## config.mk

```make
export PLATFORM = sky130hd
export DESIGN_NAME = imm_share_arb
export DESIGN_NICKNAME = d
export VERILOG_FILES = /design/src/rtl/imm_share_arb.sv
export SDC_FILE = /design/constraint.sdc
export NUM_CORES = 1
export LEC_CHECK = 0
export BUFFER_PORTS_ARGS = -buffer_cell sky130_fd_sc_hd__buf_2
export CORE_AREA = 10 10 96 98
export CTS_CLUSTER_SIZE = 28
export DETAILED_ROUTE_END_ITERATION = 16
export DIE_AREA = 0 0 106 108
export PLACE_DENSITY_LB_ADDON = 0.08
export SYNTH_ARGS = -nofsm -noshare
export SYNTH_HDL_FRONTEND = slang
export SYNTH_HIERARCHICAL = 1
export SYNTH_SLANG_ARGS = --single-unit
export TNS_END_PERCENT = 10
```

## constraint.sdc

```tcl
create_clock -name i_clk -period 2.32 [get_ports i_clk]
set_input_delay 0.232 -clock i_clk [delete_from_list [all_inputs] [get_ports i_clk]]
set_output_delay 0.232 -clock i_clk [all_outputs]
set_load 0.02 [all_outputs]
```

## src/rtl/imm_share_arb.sv

```systemverilog
// rtl/imm_share_arb.sv - round-robin two-port front end for the shared RV32I immediate generator
module imm_gen #(
    parameter int XLEN = 32
) (
    input  logic [XLEN-1:0] instr_i,
    output logic [XLEN-1:0] imm_o
);
    logic [6:0] opcode;
    assign opcode = instr_i[6:0];

    always_comb begin
        imm_o = '0;
        case (opcode)
            7'b0000011, 7'b0010011, 7'b1100111, 7'b1110011:
                imm_o = {{20{instr_i[31]}}, instr_i[31:20]};
            7'b0100011:
                imm_o = {{20{instr_i[31]}}, instr_i[31:25], instr_i[11:7]};
            7'b1100011:
                imm_o = {{19{instr_i[31]}}, instr_i[31], instr_i[7],
                         instr_i[30:25], instr_i[11:8], 1'b0};
            7'b0110111, 7'b0010111:
                imm_o = {instr_i[31:12], 12'b0};
            7'b1101111:
                imm_o = {{11{instr_i[31]}}, instr_i[31], instr_i[19:12],
                         instr_i[20], instr_i[30:21], 1'b0};
            default:
                imm_o = '0;
        endcase
    end
endmodule

module imm_share_arb #(
    parameter int XLEN = 32
) (
    input  logic            i_clk,
    input  logic            i_rst,
    input  logic            i_flush,
    input  logic            i_req0_valid,
    input  logic [XLEN-1:0] i_req0_instr,
    output logic            o_req0_ready,
    input  logic            i_req1_valid,
    input  logic [XLEN-1:0] i_req1_instr,
    output logic            o_req1_ready,
    output logic            o_rsp_valid,
    output logic [XLEN-1:0] o_rsp_imm,
    output logic            o_rsp_id,
    input  logic            i_rsp_ready
);
    logic            valid_q, valid_d;
    logic [XLEN-1:0] imm_q, imm_d;
    logic            id_q, id_d;
    logic            rr_ptr_q, rr_ptr_d;

    logic            free;
    logic            can_grant;
    logic            gnt0, gnt1;
    logic            accept;
    logic [XLEN-1:0] mux_instr;
    logic [XLEN-1:0] gen_imm;

    // Readies are forced low during reset so nothing is consumed while the slot is being cleared.
    assign free      = !valid_q || i_rsp_ready;
    assign can_grant = free && !i_flush && !i_rst;
    assign gnt0      = can_grant && i_req0_valid && (!i_req1_valid || !rr_ptr_q);
    assign gnt1      = can_grant && i_req1_valid && (!i_req0_valid ||  rr_ptr_q);
    assign accept    = gnt0 || gnt1;
    assign mux_instr = gnt1 ? i_req1_instr : i_req0_instr;

    imm_gen #(.XLEN(XLEN)) u_imm_gen (
        .instr_i (mux_instr),
        .imm_o   (gen_imm)
    );

    always_comb begin
        valid_d  = valid_q;
        imm_d    = imm_q;
        id_d     = id_q;
        rr_ptr_d = rr_ptr_q;
        if (i_flush) begin
            valid_d = 1'b0;
        end else if (accept) begin
            valid_d  = 1'b1;
            imm_d    = gen_imm;
            id_d     = gnt1;
            rr_ptr_d = !gnt1;
        end else if (i_rsp_ready) begin
            valid_d = 1'b0;
        end
    end

    always_ff @(posedge i_clk or posedge i_rst) begin
        if (i_rst) begin
            valid_q  <= 1'b0;
            imm_q    <= '0;
            id_q     <= 1'b0;
            rr_ptr_q <= 1'b0;
        end else begin
            valid_q  <= valid_d;
            imm_q    <= imm_d;
            id_q     <= id_d;
            rr_ptr_q <= rr_ptr_d;
        end
    end

    assign o_req0_ready = gnt0;
    assign o_req1_ready = gnt1;
    assign o_rsp_valid  = valid_q;
    assign o_rsp_imm    = imm_q;
    assign o_rsp_id     = id_q;
endmodule

```

==> impl_metrics.csv <==
group,metric,value,unit
clock_network,insertion_delay,280,ps
timing,worst_pin_slew,477,ps
finish,layout-drive-gt1-share,0.670,
global_route,overflow,0,
timing,min_period_over_period,1.01,
finish,nFillCells,751,
timing,slew_headroom,0.682,
power_and_ir_drop,p_per_area,479,nW/um^2
status,violations,"negative setup slack",
worst_setup_path,reg2reg_to,"o_rsp_imm[3]",
drt,vias,2039,
placement,hpwl,5640,um
global_route,antenna_found_initial,0,
finish,fin_nets,399,
global_route,grt_max_degree,36,
drt,dr.first_iter.drc_count,53,
drt,wl,7020,um
clock_network,htreeDepth,2,
die,coreArea,7450,um^2
clock_network,cts_tree,"done",
worst_setup_path,timing.rr.start,"rr_ptr_q",
die,ios,106,
power_and_ir_drop,power.leakage,1.93,nW
timing,layout_min_cycle_time,2330,ps
finish,syn_to_final_growth,33.2,%
finish,antenna_cells,0,
yosys,synth_area_leader_cell,"dfrtp_1",
timing,hold_viol_final,0,
drt,ant_nets,0,
yosys,synth_area_leaders,"dfrtp_1 35%, mux2_4 18%, mux2_2 15%",
worst_setup_path,critical_path_arrival,2500,ps
clock_network,cts_root_buf,"clkbuf_8",
placement,dp_cells,424,
yosys,synth.distinct_cells,43,
worst_setup_path,r2r_cells,8,
worst_setup_path,reg2reg_setup_slack,-10,ps
worst_setup_path,cpPeakStageDelay,410,ps
timing,finalWorstSetupSlack,-13.8,ps
clock_network,clk_pin_slew,80,ps
worst_setup_path,critPathMaxFanout,10,
die,initial_utilization,0.339,
placement,gp_congestion,0.843,
timing,setup_viol,4,
worst_setup_path,crit_path_start,"rr_ptr_q",
yosys,syn-num-nets,276,
yosys,yosysTopAreaCellShare,0.347,
worst_setup_path,crit_required,2490,ps
yosys,synth-seq-cells,35,
clock_network,clkSinkCount,35,
timing,rsz0062_at_grt,"true",
finish,multi_input_area,1500,um^2
timing,fmax,428,MHz
job,cap_violations,0,
status,status,"finished with violations",
finish,regArea,877,um^2
drt,drc,0,
global_route,grt_use_total,0.121,
yosys,synth.avg_cell_area,12.3,um^2
placement,port_buffers,105,
yosys,synth_warnings,6,
timing,slew_viol_final,0,
global_route,grt_pass1_vias,2267,
finish,finalNonFillerCells,432,
worst_setup_path,crit_type,"register to register",
drt,wl_per_cell,16.3,um
yosys,syn_inst,206,
power_and_ir_drop,vdd_ir_drop_max,0.000222,V
clock_network,cts_made_buffers,5,
clock_network,clk_path_buf_depth,2,
drt,first_pass_iters,4,
worst_hold_path,min_path_type,"input pin to asynchronous set/reset pin",
yosys,ys_seq_area_frac,0.347,
clock_network,cts_hold_buf,0,
die,chipWidth,106,um
placement,dp_slack,-29.6,ps
timing,finalClockSkew,6.25,ps
worst_setup_path,endpoint_kind,"register",
drt,vias_per_cell,4.72,
clock_network,post_cts.repair.setup_buffers,0,
worst_setup_path,startpoint_type,"register",
yosys,syn_area,2520,um^2
die,die_h,108,um
die,die_area,11400,um^2
worst_setup_path,critPathSlowestCell,"dfrtp_1",
worst_setup_path,cp_cell_sequence,"o2111ai_4 -> buf_12 -> mux2_2 -> and2b_1 -> buf_4 -> and3_1 -> a22o_1 -> mux2_4",
die,rows,32,
global_route,grt_pass1_wl,11500,um
[synth_stat cells]
| cell type | n |
|---|---|
| o211a_1 | 2 |
| a31oi_1 | 5 |
| a21o_1 | 19 |
| o211ai_1 | 1 |
| and2_1 | 1 |
| o221a_2 | 1 |
| inv_1 | 4 |
| o21bai_1 | 1 |
| o211a_2 | 1 |
| nor3b_1 | 2 |
| nand3_1 | 5 |
| o2bb2ai_1 | 1 |
| and2_2 | 2 |
| a31oi_2 | 2 |
| mux2i_1 | 1 |
| o21ai_0 | 1 |
| nand2b_1 | 1 |
| buf_4 | 1 |
| nand2_1 | 5 |
| nand2_2 | 1 |
| o22ai_1 | 1 |
| nor2_1 | 7 |
| a22o_1 | 4 |
| dfrtp_1 | 35 |
| nand2b_4 | 1 |
| a21oi_1 | 4 |
| o2111ai_4 | 1 |
| and2b_1 | 1 |
| nor2_4 | 1 |
| mux2_2 | 33 |
| buf_6 | 7 |
| and3_1 | 8 |
| buf_12 | 3 |
| mux2_4 | 31 |
| a41oi_1 | 1 |
| nand3_2 | 1 |
| or3_1 | 2 |
| and4b_1 | 1 |
| clkbuf_1 | 1 |
| nor2b_1 | 1 |
| buf_2 | 2 |
| nor2_2 | 2 |
| o21ai_2 | 1 |
[how the worst max path moves through the flow]
stage                    end
2_1_floorplan  o_rsp_imm[22]
3_3_place_gp    o_rsp_imm[3]
3_5_place_dp   o_rsp_imm[28]
4_1_cts         o_rsp_imm[3]
5_1_grt        o_rsp_imm[28]
6_report        o_rsp_imm[3]
[power by group]
| group | leakage, nW | switching [mW] | internal, mW |
|---|---|---|---|
| sequential | 0.479 | 0.0219 | 0.644 |
| combinational | 1.40 | 0.215 | 0.228 |
| clock | 0.0505 | 0.231 | 0.270 |
[layer usage]
layer | wire length [um] | up-vias | track usage
li1 | - | 1006 | -
met1 | 3200 | 973 | 0.151
met2 | 3340 | 58 | 0.200
met3 | 456 | 2 | 0.0410
met4 | 28 | 0 | 0.0232
met5 | 0 | - | 0
[metrics by stage]
| stage | hold slack (ps) | setup TNS [ps] | power, mW | utilization | instance area [um^2] |
|---|---|---|---|---|---|
| 6_report | 73.7 | -31.2 | 1.61 | 0.451 | 3360 |
| 5_1_grt | 114 | -3080 | 1.70 | 0.451 | 3360 |
| 4_1_cts | 88.9 | -292 | 1.63 | 0.450 | 3350 |
| 3_5_place_dp | 406 | -220 | 1.12 | 0.435 | 3240 |
| 3_3_place_gp | 405 | -17.3 | 1.12 | 0.435 | 3240 |
| 2_1_floorplan | 325 | -430 | 0.961 | - | 2530 |
[registers in the layout (all words and copies together) (netlist names)]
register,count
o_rsp_id,1
o_rsp_imm,32
o_rsp_valid,1
rr_ptr_q,1
[cell families after synthesis]
family          share of synthesized area
simple gates                        0.100
buf+inv                            0.0694
flops                               0.347
mux                                 0.335
compound gates                      0.148
[cell usage in the layout, fill, tap and decap left out, types with 2 or more instances in the layout]
cell type	instances
a21o_1	19
dfrtp_1	34
nor2_1	6
buf_12	2
clkbuf_8	7
mux2_2	31
o211a_2	2
buf_2	105
buf_4	23
and3_1	8
a21oi_1	4
or3_1	2
nand3_2	2
a31oi_1	5
inv_1	4
mux2_4	33
a31oi_2	2
nor2_4	2
nand2_1	5
nor2_2	2
a22o_1	4
nand3_1	4
[worst max-delay path: cells and delay by family (launching register included)]
family / cells / cell delay, ps
multiplexers: 2 / 620
AO/OA/AOI/OAI: 2 / 480
AND/OR/NAND/NOR: 2 / 410
flip-flops: 1 / 410
buffers and inverters: 2 / 300
[timing repair]
| action | in CTS | in global routing |
|---|---|---|
| endpoints found under the setup margin | 21 | 32 |
| gates resized for setup | 2 | 3 |
| endpoints found under the hold margin | 0 | 0 |
[final cells by class]
class / count / area share
flip-flops and latches: 35 / 0.261
multi-input cells: 153 / 0.446
clock inverters: 1 / 0.00223
well taps: 102 / 0.0380
clock buffers: 7 / 0.0287
inverters: 4 / 0.00447
repair buffers: 130 / 0.220
(Power assumes the default switching activity.)
